$ cat src/rtl/data_path.sv
// SPARC V8 branch-focused datapath slice: IR, PC/nPC, PSR icc, immediate extender, ALU, branch evaluator.
// Optional DATAPATH_ANNUL_EN adds the 'annul' output for delay-slot annulment.
module data_path (
  input  logic        Clk,
  input  logic        RESET,
  input  logic        IR_Enable,
  input  logic [31:0] IR_In,
  output logic [31:0] IR_Out,
  input  logic        PC_enable,
  input  logic        PC_Clr,
  input  logic        NPC_enable,
  input  logic        NPC_Clr,
  input  logic        PSR_Enable,
  input  logic        PSR_Clr,
  output logic [31:0] PSR_out,
  input  logic [5:0]  ALU_op,
  output logic [31:0] ALU_Out,
  input  logic [2:0]  extender_select,
  output logic [31:0] extender_out,
  input  logic [1:0]  ALUA_Mux_select,
  output logic [31:0] ALUA_Mux_out,
  input  logic [2:0]  ALUB_Mux_select,
  output logic [31:0] ALUB_Mux_out,
  input  logic [1:0]  PC_In_Mux_select,
  output logic        out_BLA,
  output logic        BA_O,
  output logic        BN_O
`ifdef DATAPATH_ANNUL_EN
  ,
  output logic        annul
`endif
);

  localparam int unsigned DW      = 32;
  localparam int unsigned ICC_LSB = 20;

  logic [DW-1:0] ir_q, ir_d;
  logic [DW-1:0] pc_q, pc_d;
  logic [DW-1:0] npc_q, npc_d;
  logic [DW-1:0] psr_q, psr_d;
  logic [DW-1:0] pc_in_mux;
  logic          flag_n, flag_z, flag_v, flag_c;
  logic          icc_n, icc_z, icc_v, icc_c;
  logic          is_bicc, cond_val;
  logic [3:0]    cond;

  // Next-state with clear-over-enable priority; RESET handled in the register process
  always_comb begin
    ir_d  = ir_q;
    pc_d  = pc_q;
    npc_d = npc_q;
    psr_d = psr_q;
    if (IR_Enable) ir_d = IR_In;
    if (PC_Clr)          pc_d = '0;
    else if (PC_enable)  pc_d = pc_in_mux;
    if (NPC_Clr)         npc_d = '0;
    else if (NPC_enable) npc_d = ALU_Out;
    if (PSR_Clr) psr_d = '0;
    else if (PSR_Enable && ALU_op[4])
      psr_d[ICC_LSB+3:ICC_LSB] = {flag_n, flag_z, flag_v, flag_c};
  end

  always_ff @(posedge Clk) begin
    if (RESET) begin
      ir_q  <= '0;
      pc_q  <= '0;
      npc_q <= '0;
      psr_q <= '0;
    end else begin
      ir_q  <= ir_d;
      pc_q  <= pc_d;
      npc_q <= npc_d;
      psr_q <= psr_d;
    end
  end

  assign IR_Out  = ir_q;
  assign PSR_out = psr_q;
  assign {icc_n, icc_z, icc_v, icc_c} = psr_q[ICC_LSB+3:ICC_LSB];

  always_comb begin
    pc_in_mux = npc_q;
    case (PC_In_Mux_select)
      2'b01:   pc_in_mux = ALU_Out;
      2'b10:   pc_in_mux = '0;
      default: pc_in_mux = npc_q;
    endcase
  end

  always_comb begin
    extender_out = '0;
    case (extender_select)
      3'b000:  extender_out = {{8{ir_q[21]}}, ir_q[21:0], 2'b00};
      3'b001:  extender_out = {{19{ir_q[12]}}, ir_q[12:0]};
      3'b010:  extender_out = {ir_q[21:0], 10'b0};
      3'b011:  extender_out = {ir_q[29:0], 2'b00};
      default: extender_out = '0;
    endcase
  end

  always_comb begin
    ALUA_Mux_out = '0;
    case (ALUA_Mux_select)
      2'b01:   ALUA_Mux_out = pc_q;
      2'b10:   ALUA_Mux_out = npc_q;
      default: ALUA_Mux_out = '0;
    endcase
  end

  always_comb begin
    ALUB_Mux_out = '0;
    case (ALUB_Mux_select)
      3'b001:  ALUB_Mux_out = extender_out;
      3'b110:  ALUB_Mux_out = DW'(4);
      default: ALUB_Mux_out = '0;
    endcase
  end

  // ALU: op[4] selects the cc-setting variant, which shares the result of op[3:0]
  always_comb begin
    logic [DW:0] ext_res;
    logic [DW-1:0] a, b;
    logic cin;
    a       = ALUA_Mux_out;
    b       = ALUB_Mux_out;
    cin     = icc_c;
    ext_res = '0;
    ALU_Out = '0;
    flag_v  = 1'b0;
    flag_c  = 1'b0;
    if (!ALU_op[5]) begin
      case (ALU_op[3:0])
        4'b0000, 4'b1000: begin
          ext_res = {1'b0, a} + {1'b0, b} + (DW+1)'(ALU_op[3] & cin);
          ALU_Out = ext_res[DW-1:0];
          flag_c  = ext_res[DW];
          flag_v  = (a[DW-1] == b[DW-1]) && (ALU_Out[DW-1] != a[DW-1]);
        end
        4'b0100, 4'b1100: begin
          ext_res = {1'b0, a} - {1'b0, b} - (DW+1)'(ALU_op[3] & cin);
          ALU_Out = ext_res[DW-1:0];
          flag_c  = ext_res[DW];
          flag_v  = (a[DW-1] != b[DW-1]) && (ALU_Out[DW-1] != a[DW-1]);
        end
        4'b0001: ALU_Out = a & b;
        4'b0010: ALU_Out = a | b;
        4'b0011: ALU_Out = a ^ b;
        4'b0101: ALU_Out = a & ~b;
        4'b0110: ALU_Out = a | ~b;
        4'b0111: ALU_Out = ~(a ^ b);
        default: ALU_Out = '0;
      endcase
    end
    flag_n = ALU_Out[DW-1];
    flag_z = (ALU_Out == '0);
  end

  // Branch evaluator works on the registered icc, so a same-cycle cc update is not seen
  assign is_bicc = (ir_q[31:30] == 2'b00) && (ir_q[24:22] == 3'b010);
  assign cond    = ir_q[28:25];

  always_comb begin
    cond_val = 1'b0;
    case (cond[2:0])
      3'b000:  cond_val = 1'b0;
      3'b001:  cond_val = icc_z;
      3'b010:  cond_val = icc_z | (icc_n ^ icc_v);
      3'b011:  cond_val = icc_n ^ icc_v;
      3'b100:  cond_val = icc_c | icc_z;
      3'b101:  cond_val = icc_c;
      3'b110:  cond_val = icc_n;
      default: cond_val = icc_v;
    endcase
    if (cond[3]) cond_val = ~cond_val;
  end

  assign out_BLA = is_bicc & cond_val;
  assign BA_O    = is_bicc & (cond == 4'b1000);
  assign BN_O    = is_bicc & (cond == 4'b0000);

`ifdef DATAPATH_ANNUL_EN
  assign annul = is_bicc & ir_q[29] & (~out_BLA | BA_O);
`endif

endmodule

$ cat config.mk
export PLATFORM = sky130hd
export DESIGN_NAME = data_path
export DESIGN_NICKNAME = d
export VERILOG_FILES = /design/src/rtl/data_path.sv
export SDC_FILE = /design/constraint.sdc
export NUM_CORES = 1
export LEC_CHECK = 0
export CORE_MARGIN = 2
export CORE_UTILIZATION = 45
export CTS_CLUSTER_SIZE = 24
export DETAILED_ROUTE_END_ITERATION = 12
export DONT_BUFFER_PORTS = 1
export PLACE_DENSITY_LB_ADDON = 0.12
export SKIP_CTS_REPAIR_TIMING = 1
export SLEW_MARGIN = 0
export SYNTH_ARGS = -nofsm -noshare
export SYNTH_HDL_FRONTEND = slang
export SYNTH_SLANG_ARGS = --single-unit
$ cat constraint.sdc
create_clock -name Clk -period 7.7 [get_ports Clk]
set_clock_uncertainty 0.2 [all_clocks]
set_input_delay 0.385 -clock Clk [delete_from_list [all_inputs] [get_ports Clk]]
set_output_delay 0.385 -clock Clk [all_outputs]
set_load 0.01 [all_outputs]
==> results.sh, run 1 <==
export IMPL_hp_class="in2reg"
export IMPL_synth_mux_area_share_pct=6.330
export IMPL_yosysSeqAreaShare_pct=16.21
export IMPL_r2r_end="PSR_out[23]$_SDFFE_PP0P_"
export IMPL_crit_path_start="extender_select[0]"
export IMPL_grtUsageTotal_pct=35.17
export IMPL_first_iter_violations=1902
export IMPL_synth_compound_area_share_pct=31.07
export IMPL_placed_cells=1936
export IMPL_holdWs_ns=-0.01573
export IMPL_ys_async_sr_fraction_pct=0
export IMPL_portBuffers=0
export IMPL_syn_avg_cell_area_um2=7.327
export IMPL_setup_viol=0
export IMPL_antenna_left=0
export IMPL_cts_buffers=9
export IMPL_core_area_mm2=0.02695
export IMPL_timing_rr_start="IR_Out[12]$_SDFFE_PP0P_"
export IMPL_rsz0062_at_grt="false"
export IMPL_grt_pass1_wl_um=77360
export IMPL_synth_seq_cells=100
export IMPL_fin_area_mm2=0.01295
export IMPL_synthAdderAreaFrac_pct=9.865
export IMPL_wl_per_cell_um=26.81
export IMPL_pwr_share_comb_pct=30.1
export IMPL_fin_nets=1778
export IMPL_power_density_mw_per_mm2=113.9
export IMPL_slew_violations=0
export IMPL_synth_xor_area_share_pct=6.533
export IMPL_path_class="in2reg"
export IMPL_tightest_slew_ns=1.154
export IMPL_vdd_drop_max_uv=148.2
export IMPL_p_clk_share_pct=31.8
export IMPL_diodes=0
export IMPL_most_common_layout_cells="nor2_1 (198), a21oi_1 (115), inv_1 (111)"
export IMPL_clockBufferDepth=2
export IMPL_synthCells=1686
export IMPL_place_ws_ns=1.321
export IMPL_cts_sink_count=100
export IMPL_seq_power_share_pct=38.1
export IMPL_synth_top_area_share_pct=16.21
export IMPL_final_common_cell="nor2_1"
export IMPL_max_slew_margin_pct=22.47
export IMPL_routed_wl_um=52840
export IMPL_synth_top_family_by_area="compound AO/OA/AOI/OAI gates"
export IMPL_leakagePower_nw=5.298
export IMPL_drc_errors=0
export IMPL_r2r_slack_ns=1.12
export IMPL_drive_gt1_share_pct=7.546
export IMPL_die_area_mm2=0.02879
export IMPL_slowest_stage="nor3_1"
export IMPL_status="complete, but fails checks"
export IMPL_path_buf_inv=2
export IMPL_endpoint_kind="flop"
export IMPL_reg2reg_depth=20
export IMPL_grt_max_degree=65
export IMPL_crit_required_ns=7.79
export IMPL_ys_flop_type="dfxtp_1"
export IMPL_min_period_ns=6.676
export IMPL_violations="hold timing"
export IMPL_synth_edff_count=0
export IMPL_viasPerCell=6.740
export IMPL_tritoncts="built"
export IMPL_max_stage_delay_ns=0.93
export IMPL_clk_pin_slew_worst_paths_ns=0.07
export IMPL_path_max_fanout=17
export IMPL_fin_ws_ns=1.024
export IMPL_place_gp_congestion=1.002
export IMPL_cp_start_kind="input pin"
export IMPL_endpoint="PSR_out[23]$_SDFFE_PP0P_"
export IMPL_hold_viol=23
export IMPL_place_area_mm2=0.01243
export IMPL_antenna_found_initial=0
export IMPL_yosysTopAreaCell="dfxtp_1"
export IMPL_hpwl_um=39710
export IMPL_arrival_ns=6.77
export IMPL_die_h_um=169.7
export IMPL_yosys_warnings=0
export IMPL_synth_distinct_cells=96
export IMPL_fin_cells=1971
export IMPL_htree_levels=3
export IMPL_fin_crit_sh_pct=86.70
export IMPL_vias=13280
export IMPL_overflow=0
export IMPL_grt_pass1_vias=11860
export IMPL_cap_violations=0
export IMPL_switching_share_pct=35.56
export IMPL_ios=252
export IMPL_root_buffer="clkbuf_16"
export IMPL_insertion_delay_ns=0.35
export IMPL_dr_pass1_iters=6
export IMPL_synthSimpleGateAreaFrac_pct=20.47
export IMPL_worstPathCellList="nor2b_1 -> a22oi_1 -> nor3_1 -> ha_1 -> inv_1 -> ha_1 -> nand4_1 -> o211ai_1 -> a21oi_1 -> o21a_1 -> a311oi_2 -> a22o_1 -> a2111o_1 -> a21oi_1 -> xor2_1 -> or2_2 -> a31oi_1 -> mux2i_1 -> nor3_1 -> dlygate4sd3_1"
export IMPL_p_sw_mw=0.5247
export IMPL_p_int_mw=0.9507
export IMPL_area_delta_synth_final_pct=4.842
export IMPL_synth_area_leaders="dfxtp_1 (16%), ha_1 (9.2%), mux2i_1 (6.2%)"
export IMPL_netlist_area_mm2=0.01235
export IMPL_cp_num_cells=20
export IMPL_num_rows=60
export IMPL_setup_tns_ns=0
export IMPL_cp_top_family="compound AO/OA/AOI/OAI gates"
export IMPL_start_util_pct=45.84
export IMPL_max_freq_mhz=149.8
export IMPL_die_w_um=169.7
sequential cells by signal, summed over array words and instances, names as in the netlist:
register and count:
IR_Out 32, PSR_out 4, npc_q 32, pc_q 32
final cells by class:
class	instances	area [µm²]
timing repair buffer	56	490.5
fill	2722	14000
clock inverter	5	60.06
sequential	100	2002
multi-input combinational	1343	9298
clock buffer	10	239.0
inverter	116	435.4
tap	341	426.7
metal layers:
metal	vias to the layer above	part of all wire, %	global-route usage (%)
met5	-	0	0
met4	0	2.9	9.848
met3	85	11	8.629
met2	897	43	52.78
met1	6323	43	49.85
li1	5979	-	-
Yosys cell counts (17+ instances only):
master    instances
a22oi_1          78
o21ai_0          82
nand2_1          80
a31oi_1          27
inv_1           111
nor3_1           40
dfxtp_1         100
ha_1             91
buf_4            30
nor2_1          200
nor4_1           17
a211oi_1         46
buf_1            20
or2_2            26
a221oi_1         20
nand3_1          26
and2_1           20
mux2i_1          77
xnor2_1          75
a21oi_1         115
clkbuf_1         92
kinds of logic after synthesis:
family                     count (synthesis)
DFF                                      100
muxes                                     78
xor gates and xnor gates                  90
and+or+nand+nor                          507
buffers and inverters                    270
AOI/OAI and AO/OA                        545
adders and majority gates                 95
other                                      1
power groups by stage:
stage,Sequential [mW],Combinational [mW],Clock (mW)
3_3_place_gp,0.574,0.413,0
3_5_place_dp,0.574,0.412,0
6_report,0.562,0.444,0.469
2_1_floorplan,0.563,0.346,0
4_1_cts,0.562,0.415,0.473
5_1_grt,0.564,0.475,0.492
worst register-to-register path, stage by stage (launching register included):
cell and delay [ns]:
dfxtp_1 0.49, and3b_1 0.42, a221oi_1 0.12, nor3_1 0.62
buf_4 0.27, ha_1 0.32, inv_1 0.16, ha_1 0.41
and3_1 0.23, nand2_1 0.09, o21a_1 0.21, a311oi_2 0.37
a22o_1 0.36, a2111o_1 0.19, a21oi_1 0.07, xor2_1 0.16
or2_2 0.28, a31oi_1 0.67, mux2i_1 0.16, nor3_1 0.15
dlygate4sd3_1 0.57
through the flow:
stage,utilization [%],total power [mW]
final,48.05,1.475
after global routing,48.05,1.531
after CTS,47.24,1.450
after detailed placement,46.13,0.9862
after global placement,46.13,0.9866
after floorplan,-,0.9092
worst min-delay path by stage:
stage,from,endpoint,slack (ns),cells past startpoint
floorplan,PSR_Clr,PSR_out[23]$_SDFFE_PP0P_,0.26,1
global placement,PSR_Clr,PSR_out[23]$_SDFFE_PP0P_,0.27,1
detailed placement,PSR_Clr,PSR_out[23]$_SDFFE_PP0P_,0.27,1
CTS,PSR_Clr,PSR_out[23]$_SDFFE_PP0P_,-0.10,1
global route,IR_In[7],IR_Out[7]$_SDFFE_PP0P_,-0.01,2
finish,IR_In[0],IR_Out[0]$_SDFFE_PP0P_,-0.02,2
Note: power is estimated with default switching activity, not from simulation.
==> run 2: changes to the inputs <==
--- a/config.mk
+++ b/config.mk
@@ -5,6 +5,7 @@
 export SDC_FILE = /design/constraint.sdc
 export NUM_CORES = 1
 export LEC_CHECK = 0
+export ABC_AREA = 1
 export CORE_MARGIN = 2
 export CORE_UTILIZATION = 45
 export CTS_CLUSTER_SIZE = 24
==> run 2 against run 1 <==
Effect of this change: the flow still finishes with violations (hold timing); synthesized area down 1.7%; power is 5.8% higher; register-to-register slack gained 1.6 ns; worst hold slack got worse by 0.0011 ns; sequential share of layout area up 0.33 points; critical endpoint is now ALU_Out[31].
==> results.sh, run 2 <==
export IMPL_hold_viol=6
export IMPL_hpwl_um=44390
export IMPL_core_area_mm2=0.02673
export IMPL_netlist_area_mm2=0.01214
export IMPL_insertion_delay_ns=0.36
export IMPL_vdd_drop_max_uv=119.9
export IMPL_diodes=0
export IMPL_setup_viol=0
export IMPL_first_iter_violations=1848
export IMPL_seq_power_share_pct=36.2
export IMPL_antenna_found_initial=0
export IMPL_yosysSeqAreaShare_pct=16.48
export IMPL_fin_nets=2164
export IMPL_max_slew_margin_pct=22.59
export IMPL_drive_gt1_share_pct=4.115
export IMPL_routed_wl_um=55780
export IMPL_synthTopCellsByCount="nand2_1 (475), inv_1 (322), nand3_1 (167)"
export IMPL_antenna_left=0
export IMPL_fin_crit_sh_pct=73.80
export IMPL_arrival_ns=5.10
export IMPL_drc_errors=0
export IMPL_holdWs_ns=-0.01681
export IMPL_leakagePower_nw=6.727
export IMPL_area_delta_synth_final_pct=4.431
export IMPL_final_common_cell="nand2_1"
export IMPL_pwr_share_comb_pct=33.9
export IMPL_cts_buffers=9
export IMPL_power_mw=1.560
export IMPL_ys_async_sr_fraction_pct=0
export IMPL_hp_class="in2reg"
export IMPL_crit_required_ns=7.11
export IMPL_die_area_mm2=0.02832
export IMPL_dr_pass1_iters=6
export IMPL_clockBufferDepth=2
export IMPL_switching_share_pct=41.52
export IMPL_synth_top_area_share_pct=16.48
export IMPL_endpoint_kind="output pin"
export IMPL_num_rows=60
export IMPL_wl_per_cell_um=23.66
export IMPL_status="complete, but fails checks"
export IMPL_start_util_pct=45.44
export IMPL_grt_pass1_vias=12760
export IMPL_viasPerCell=6.053
export IMPL_ios=252
export IMPL_violations="hold timing"
export IMPL_min_period_ns=5.683
export IMPL_place_gp_congestion=1.019
export IMPL_grt_pass1_wl_um=81100
export IMPL_grt_max_degree=65
export IMPL_synth_seq_cells=100
export IMPL_portBuffers=0
export IMPL_yosys_warnings=0
export IMPL_cts_sink_count=100
export IMPL_path_max_fanout=31
export IMPL_setup_tns_ns=0
export IMPL_cp_start_kind="input pin"
export IMPL_ys_flop_type="dfxtp_1"
export IMPL_tightest_slew_ns=1.160
export IMPL_yosysTopAreaCell="dfxtp_1"
export IMPL_overflow=0
export IMPL_die_w_um=168.3
export IMPL_synth_distinct_cells=56
export IMPL_power_density_mw_per_mm2=123.0
export IMPL_cap_violations=0
export IMPL_root_buffer="clkbuf_16"
export IMPL_yosysMostFrequentCell="nand2_1"
export IMPL_clk_pin_slew_worst_paths_ns=0.08
export IMPL_tritoncts="built"
export IMPL_p_sw_mw=0.6478
export IMPL_p_clk_share_pct=29.8
export IMPL_max_freq_mhz=176.0
export IMPL_die_h_um=168.3
export IMPL_p_int_mw=0.9125
export IMPL_slew_violations=0
export IMPL_placed_cells=2331
export IMPL_htree_levels=3
export IMPL_grtUsageTotal_pct=37.53
export IMPL_rsz0062_at_grt="false"
export IMPL_most_common_layout_cells="nand2_1 (475), inv_1 (322), nand3_1 (166)"
export IMPL_vias=14270
export IMPL_syn_avg_cell_area_um2=5.898
export IMPL_synth_edff_count=0
export IMPL_fin_cells=2358
export IMPL_path_class="in2out"
export IMPL_synth_area_leaders="dfxtp_1 (16%), nand2_1 (15%), inv_1 (10%)"
export IMPL_synthCells=2059
==> run 2: cells by family (layout without fill, tap and decap cells) <==
group	after synthesis	count (layout)	synth area share [%]
AND/OR/NAND/NOR	907	907	32.39
other	1	28	0.03088
flip-flops	100	100	16.48
AO/OA/AOI/OAI	483	483	24.07
adder cells (fa/ha/maj)	95	95	10.04
buffers and inverters	442	373	14.75
XOR/XNOR	31	31	2.236
==> run 2: final timing paths <==
kind	startpoint	end	slack, ns	depth (start not counted)
setup reg to reg	IR_Out[12]$_SDFFE_PP0P_	PSR_out[22]$_SDFFE_PP0P_	2.70	23
hold / removal	IR_In[29]	IR_Out[29]$_SDFFE_PP0P_	-0.02	2
hold reg to reg	npc_q[7]$_SDFFE_PP0P_	pc_q[7]$_SDFFE_PP0P_	0.29	2
setup / recovery	ALUA_Mux_select[0]	ALU_Out[31]	2.02	21
==> run 2: power by group through the flow <==
stage	registers, mW	logic (mW)	clock network [mW]
global placement	0.577	0.495	0
CTS	0.565	0.500	0.473
floorplan	0.570	0.380	0
global route	0.568	0.582	0.487
detailed placement	0.577	0.498	0
finish	0.565	0.530	0.465
==> run 2: cell type report <==
| cell class | count | area (µm²) |
|---|---|---|
| inverter | 331 | 1242 |
| clock inverter | 7 | 68.82 |
| tap | 341 | 426.7 |
| multi-input combinational | 1544 | 8464 |
| timing repair buffer | 26 | 252.7 |
| sequential | 100 | 2002 |
| clock buffer | 9 | 225.2 |
| fill | 3053 | 14040 |
==> run 2: through the flow <==
stage / util (%) / instance area [µm²] / setup WS (ns)
after floorplan: - / 12250 / 3.398
after global placement: 45.83 / 12250 / 2.222
after detailed placement: 45.83 / 12250 / 2.143
after CTS: 46.93 / 12540 / 2.155
after global routing: 47.45 / 12680 / 1.593
final: 47.45 / 12680 / 2.018
==> run 2: critical path: stages <==
cell and delay (ns):
inv_1 0.02, ha_1 0.39, inv_1 0.79, nand2_1 0.38
ha_1 0.57, inv_1 0.17, ha_1 0.39, nand2_1 0.13
o21ai_0 0.18, inv_1 0.10, o21ai_0 0.31, inv_1 0.10
nand2_1 0.11, nand2_1 0.06, nand2_1 0.13, nand3_1 0.11
nand3_1 0.21, nand3_1 0.12, nand2_1 0.09, nand2_2 0.09
inv_1 0.22
==> run 2: per-layer routing <==
metal / GRT usage (%) / vias up / part of all wire [%]
li1: - / 6717 / -
met1: 53.55 / 6734 / 44
met2: 57.54 / 765 / 43
met3: 7.193 / 56 / 10
met4: 10.34 / 0 / 2.8
met5: 0 / - / 0
